**config.mk**
```make
export PLATFORM = sky130hd
export DESIGN_NAME = mem_bus_arbiter
export DESIGN_NICKNAME = d
export VERILOG_FILES = /design/src/rtl/mem_bus_arbiter.sv
export SDC_FILE = /design/constraint.sdc
export NUM_CORES = 1
export LEC_CHECK = 0
export CAP_MARGIN = 15
export CELL_PAD_IN_SITES_DETAIL_PLACEMENT = 0
export CELL_PAD_IN_SITES_GLOBAL_PLACEMENT = 1
export CORE_MARGIN = 4
export CORE_UTILIZATION = 26
export CTS_BUF_LIST = sky130_fd_sc_hd__clkbuf_16
export CTS_CLUSTER_SIZE = 12
export DETAILED_ROUTE_END_ITERATION = 10
export PLACE_DENSITY = 0.88
export SKIP_CTS_REPAIR_TIMING = 1
export SLEW_MARGIN = 20
export SYNTH_ARGS = -nofsm -noshare
export SYNTH_HDL_FRONTEND = slang
export SYNTH_SLANG_ARGS = --single-unit
```
**constraint.sdc**
```tcl
create_clock -name clk -period 4.1 [get_ports clk]
set_clock_uncertainty 0.1 [all_clocks]
set_input_delay 0.82 -clock clk [delete_from_list [all_inputs] [get_ports clk]]
set_output_delay 0.82 -clock clk [all_outputs]
set_load 0.1 [all_outputs]
```
**src/rtl/mem_bus_arbiter.sv**
```systemverilog
// -----------------------------------------------------------------------------
// mem_bus_arbiter
//
// Shares one memory bus between the instruction-fetch port (if_*) and the
// data-access port (mem_*). Data accesses win over fetches. Each granted access
// latches its request fields, drives bus_req from the cycle after the grant,
// and completes on bus_ack with a one-cycle combinational done pulse to the
// owner. There is always one IDLE cycle between accesses.
//
// A flush during an outstanding fetch cannot abort the bus cycle. The arbiter
// moves to IF_DRAIN, keeps bus_req up until the ack arrives, and discards the
// result (no if_done). Data accesses ignore flush.
//
// Optional feature (macro MEM_BUS_ARB_TIMEOUT_EN): a watchdog counts busy
// cycles per access. After TIMEOUT cycles without bus_ack it sets the sticky
// timeout_err, gives the owner a done with rdata=0 (none while draining), and
// returns to IDLE. Without the macro, timeout_err is tied to 0 and the arbiter
// waits for bus_ack indefinitely.
//
// Ports
//   clk, rst                        clock; asynchronous active-low reset
//   if_req, if_addr                 fetch request and its address
//   if_rdata, if_done               fetch result and its completion pulse
//   mem_req/we/sel/addr/wdata       data-access request
//   mem_rdata, mem_done             data-access result and its completion pulse
//   flush                           pipeline flush
//   bus_req/we/sel/addr/wdata       shared-bus request (registered)
//   bus_ack, bus_rdata              shared-bus response
//   stop_from_if, stop_from_mem     stall requests to the stall/flush controller
//   timeout_err                     sticky bus-timeout flag
// -----------------------------------------------------------------------------
module mem_bus_arbiter #(
  parameter int AW      = 32,
  parameter int DW      = 32,
  parameter int TIMEOUT = 255
) (
  input  logic          clk,
  input  logic          rst,
  input  logic          if_req,
  input  logic [AW-1:0] if_addr,
  output logic [DW-1:0] if_rdata,
  output logic          if_done,
  input  logic          mem_req,
  input  logic          mem_we,
  input  logic [3:0]    mem_sel,
  input  logic [AW-1:0] mem_addr,
  input  logic [DW-1:0] mem_wdata,
  output logic [DW-1:0] mem_rdata,
  output logic          mem_done,
  input  logic          flush,
  output logic          bus_req,
  output logic          bus_we,
  output logic [3:0]    bus_sel,
  output logic [AW-1:0] bus_addr,
  output logic [DW-1:0] bus_wdata,
  input  logic          bus_ack,
  input  logic [DW-1:0] bus_rdata,
  output logic          stop_from_if,
  output logic          stop_from_mem,
  output logic          timeout_err
);

  typedef enum logic [1:0] {
    IDLE     = 2'd0,
    IF_BUSY  = 2'd1,
    MEM_BUSY = 2'd2,
    IF_DRAIN = 2'd3
  } state_t;

  state_t          r_state;
  state_t          w_next;
  logic            w_grant_if;
  logic            w_grant_mem;
  logic            w_timeout;

  logic            r_bus_req;
  logic            r_bus_we;
  logic [3:0]      r_bus_sel;
  logic [AW-1:0]   r_bus_addr;
  logic [DW-1:0]   r_bus_wdata;

  // ---------------------------------------------------------------------------
  // Bus watchdog
  // ---------------------------------------------------------------------------
`ifdef MEM_BUS_ARB_TIMEOUT_EN
  localparam int CW = $clog2(TIMEOUT + 1);

  logic [CW-1:0] r_tmo_cnt;
  logic          r_timeout_err;

  // Fires in the TIMEOUT-th busy cycle of an access; an ack in that same
  // cycle still wins and completes the access normally.
  assign w_timeout = (r_state != IDLE) && !bus_ack &&
                     (r_tmo_cnt == CW'(TIMEOUT - 1));

  // The count is cleared in IDLE; every access starts from IDLE, so this
  // restarts it at each grant.
  always_ff @(posedge clk or negedge rst) begin
    if (!rst) begin
      r_tmo_cnt     <= '0;
      r_timeout_err <= 1'b0;
    end else begin
      if (r_state == IDLE || w_timeout) begin
        r_tmo_cnt <= '0;
      end else begin
        r_tmo_cnt <= r_tmo_cnt + CW'(1);
      end
      if (w_timeout) begin
        r_timeout_err <= 1'b1;
      end
    end
  end

  assign timeout_err = r_timeout_err;
`else
  // TIMEOUT only matters when the watchdog is built.
  logic w_unused_timeout;
  assign w_unused_timeout = (TIMEOUT == 0);

  assign w_timeout   = 1'b0;
  assign timeout_err = 1'b0;
`endif

  // ---------------------------------------------------------------------------
  // State register
  // ---------------------------------------------------------------------------
  // NOTE: state registers use non-blocking assignments so every flop samples
  // the pre-edge values, independent of block ordering.
  always_ff @(posedge clk or negedge rst) begin
    if (!rst) begin
      r_state <= IDLE;
    end else begin
      r_state <= w_next;
    end
  end

  // ---------------------------------------------------------------------------
  // Next state and completion outputs
  // ---------------------------------------------------------------------------
  // NOTE: every output of this block gets a default first, so no path can
  // leave one unassigned and infer a latch.
  always_comb begin
    w_next      = r_state;
    w_grant_if  = 1'b0;
    w_grant_mem = 1'b0;
    if_done     = 1'b0;
    if_rdata    = '0;
    mem_done    = 1'b0;
    mem_rdata   = '0;

    case (r_state)
      IDLE: begin
        if (mem_req) begin
          w_next      = MEM_BUSY;
          w_grant_mem = 1'b1;
        end else if (if_req && !flush) begin
          w_next     = IF_BUSY;
          w_grant_if = 1'b1;
        end
      end

      IF_BUSY: begin
        // A flush coinciding with the ack or the timeout discards the fetch.
        if (bus_ack) begin
          w_next   = IDLE;
          if_done  = !flush;
          if_rdata = bus_rdata;
        end else if (w_timeout) begin
          w_next  = IDLE;
          if_done = !flush;
        end else if (flush) begin
          w_next = IF_DRAIN;
        end
      end

      MEM_BUSY: begin
        if (bus_ack) begin
          w_next    = IDLE;
          mem_done  = 1'b1;
          mem_rdata = bus_rdata;
        end else if (w_timeout) begin
          w_next   = IDLE;
          mem_done = 1'b1;
        end
      end

      IF_DRAIN: begin
        // The bus cycle cannot be aborted; wait it out and drop the result.
        if (bus_ack || w_timeout) begin
          w_next = IDLE;
        end
      end

      default: w_next = IDLE;
    endcase
  end

  // ---------------------------------------------------------------------------
  // Registered bus request
  // ---------------------------------------------------------------------------
  // Fields load only on a grant and therefore hold for the whole access.
  // A fetch is a full-word read.
  always_ff @(posedge clk or negedge rst) begin
    if (!rst) begin
      r_bus_req   <= 1'b0;
      r_bus_we    <= 1'b0;
      r_bus_sel   <= '0;
      r_bus_addr  <= '0;
      r_bus_wdata <= '0;
    end else begin
      r_bus_req <= (w_next != IDLE);
      if (w_grant_mem) begin
        r_bus_we    <= mem_we;
        r_bus_sel   <= mem_sel;
        r_bus_addr  <= mem_addr;
        r_bus_wdata <= mem_wdata;
      end else if (w_grant_if) begin
        r_bus_we    <= 1'b0;
        r_bus_sel   <= 4'hF;
        r_bus_addr  <= if_addr;
        r_bus_wdata <= '0;
      end
    end
  end

  assign bus_req   = r_bus_req;
  assign bus_we    = r_bus_we;
  assign bus_sel   = r_bus_sel;
  assign bus_addr  = r_bus_addr;
  assign bus_wdata = r_bus_wdata;

  assign stop_from_if  = if_req  & ~if_done;
  assign stop_from_mem = mem_req & ~mem_done;

endmodule

```
==> impl_metrics.csv <==
group,metric,value,unit
outcome,status,"complete, no violations",
global_route,grt_pass1_vias,3657,
floorplan,core,13400,µm²
clock_tree,path_clk_slew,60,ps
floorplan,die_y,126,µm
routing,ant_nets,0,
routing,dr.first_iter.drc_count,129,
logic_synthesis,yosysTopAreaCellShare,0.502,
critical_path,cp-start-kind,"input port",
logic_synthesis,syn_nets,417,
routing,wl,13900,µm
placed_design,dp_hpwl,11100,µm
logic_synthesis,synth_area_leaders,"dfrtp_1 (50%), and2_1 (11%), mux2_4 (11%)",
clock_tree,insertion_delay,320,ps
floorplan,rows,42,
power,seqPwrFrac,0.214,
logic_synthesis,synth_top_area_cell,"dfrtp_1",
timing,finalHoldViolations,0,
global_route,grt_start_max_net_pins,73,
timing,fin_crit,3190,ps
power,switchingPower,2.75,mW
logic_synthesis,synth_area,3590,µm²
floorplan,dieWidth,126,µm
routing,via_per_inst,4.49,
critical_path,crit_type,"in -> out",
logic_synthesis,synth_ff_type,"dfrtp_1",
clock_tree,cts_buffer_depth,2,
routing,drc,0,
power,power.density,680,nW/µm²
run,drv_cap,0,
timing,timing.fmax,314,MHz
logic_synthesis,avgSynthCellArea,12.9,µm²
critical_path,path_max_fanout,34,
timing,whs,391,ps
timing,tightest_slew,1040,ps
clock_tree,cts_sinks,72,
placed_design,preCtsSetupSlack,888,ps
logic_synthesis,synthDistinctLibCells,25,
floorplan,ios,278,
placed_design,io_buffers,276,
logic_synthesis,async_reset_ff_frac,1.00,
global_route,track_usage,0.173,
clock_tree,cts_root_buf,"clkbuf_16",
timing,rsz0062_at_grt,"false",
routing,detail_route.wl_per_cell,19.1,µm
critical_path,crit_arrival,2270,ps
floorplan,initial_core_util,0.268,
power,combPwrFrac,0.639,
worst_hold_path,min_path_type,"reg -> reg",
finish,antenna_cells,0,
critical_path,required,3180,ps
finish,final_cell_mix,"clkdlybuf4s50_1 (206), dfrtp_1 (72), buf_12 (65), and2_1 (64), a22o_1 (33)",
finish,nets,687,
critical_path,worstPathCellList,"clkdlybuf4s50_1 > and3b_1 > buf_4 > and2_1 > buf_12",
placed_design,place_inst,713,
critical_path,path_delay_family,"buffers and inverters",
power,leakage,3.13,nW
routing,drt-pass1-iter-count,4,
global_route,grt_pass1_wl,21500,µm
finish,finalNonFillerCells,728,
critical_path,slowest_stage,"clkdlybuf4s50_1",
power,power_frac_clock,0.147,
power,switching_share,0.545,
timing,maxSlewViolCount,0,
finish,layout_commonest_cell,"clkdlybuf4s50_1",
logic_synthesis,synthCells,278,
clock_tree,cts_made_buffers,9,
finish,drive_gt1_frac,0.272,
finish,area_growth,106,%
routing,vias,3268,
floorplan,die-area,15800,µm²
logic_synthesis,synth-edff-count,0,
critical_path,max_stage_delay,520,ps
power,p_int,2.29,mW
global_route,gr-total-overflow,0,
critical_path,cp-end-kind,"output pin",
logic_synthesis,yosysSeqAreaShare,0.502,
power,total_power,5.04,mW
critical_path,path_buf_inv,3,
timing,setup_tns,0,ps
clock_tree,cts_tree,"done",
timing,maxSlewHeadroom,0.303,
timing,finalSetupViolations,0,
timing,period_share,0.777,
logic_synthesis,yosysWarningCount,0,
logic_synthesis,synth-seq-cells,72,
power,ir_worst_vdd,446,µV
placed_design,globalplace.congestion,0.796,
timing,setup_ws,914,ps
global_route,antenna_found_initial,0,
clock_tree,h-tree-depth,3,
[state kept, by name (all words and copies together), names as in the netlist]
register	count
bus_wdata	32
bus_sel	4
bus_req	1
bus_we	1
bus_addr	32
r_state	2
[layout make-up]
type                            instances  area, µm²
Timing Repair Buffer                  282       3440
Tap cell                              176        220
Sequential cell                        72       1800
Clock buffer                            9        225
Multi-Input combinational cell        183       1670
Fill cell                            1123       5990
Clock inverter                          6       53.8
[power groups by stage]
stage	clock, mW	combinational, mW	sequential [mW]
after floorplan	0	0.689	2.72
after global placement	0	3.21	1.07
after detailed placement	0	3.23	1.08
after CTS	0.764	3.24	1.08
after global routing	0.797	3.30	1.10
final	0.743	3.22	1.08
[through the flow]
step	utilization	cell area, µm²
global placement	0.532	7130
global route	0.553	7410
floorplan	-	3600
finish	0.553	7410
detailed placement	0.532	7130
CTS	0.553	7410
[layer usage]
| layer | GRT usage | part of all wire |
|---|---|---|
| met1 | 0.190 | 0.38 |
| met3 | 0.0665 | 0.091 |
| met4 | 0.0472 | 0.018 |
| met2 | 0.310 | 0.51 |
| met5 | 0 | 0 |
[cell usage after synthesis (all sizes together) (2+ instances only)]
library cell / n
dfrtp: 72
o21ai: 2
mux2: 64
a22o: 33
and2: 65
o22a: 4
nor2b: 3
buf: 13
nor2: 2
clkbuf: 10
[final timing paths]
path                            start       endpoint  slack, ps  depth (start not counted)
min                        bus_sel[2]     bus_sel[2]        390                          1
min reg2reg                bus_sel[2]     bus_sel[2]        390                          1
min in group asynchronous         rst   bus_addr[12]        520                          1
max reg2reg                r_state[0]   bus_addr[30]       2010                          4
max in group asynchronous         rst   bus_wdata[4]       2800                          1
max                           bus_ack  mem_rdata[12]        910                          5
[logic make-up (layout without fill, tap and decap cells)]
| family | Yosys count | count (layout) | synth area share |
|---|---|---|---|
| other cells | 1 | 1 | 0.00104 |
| mux | 65 | 65 | 0.231 |
| flops | 72 | 72 | 0.502 |
| compound gates | 41 | 41 | 0.0975 |
| buf+inv | 23 | 297 | 0.0369 |
| simple gates | 76 | 76 | 0.132 |
No activity file was read; power rests on OpenSTA's default activity.
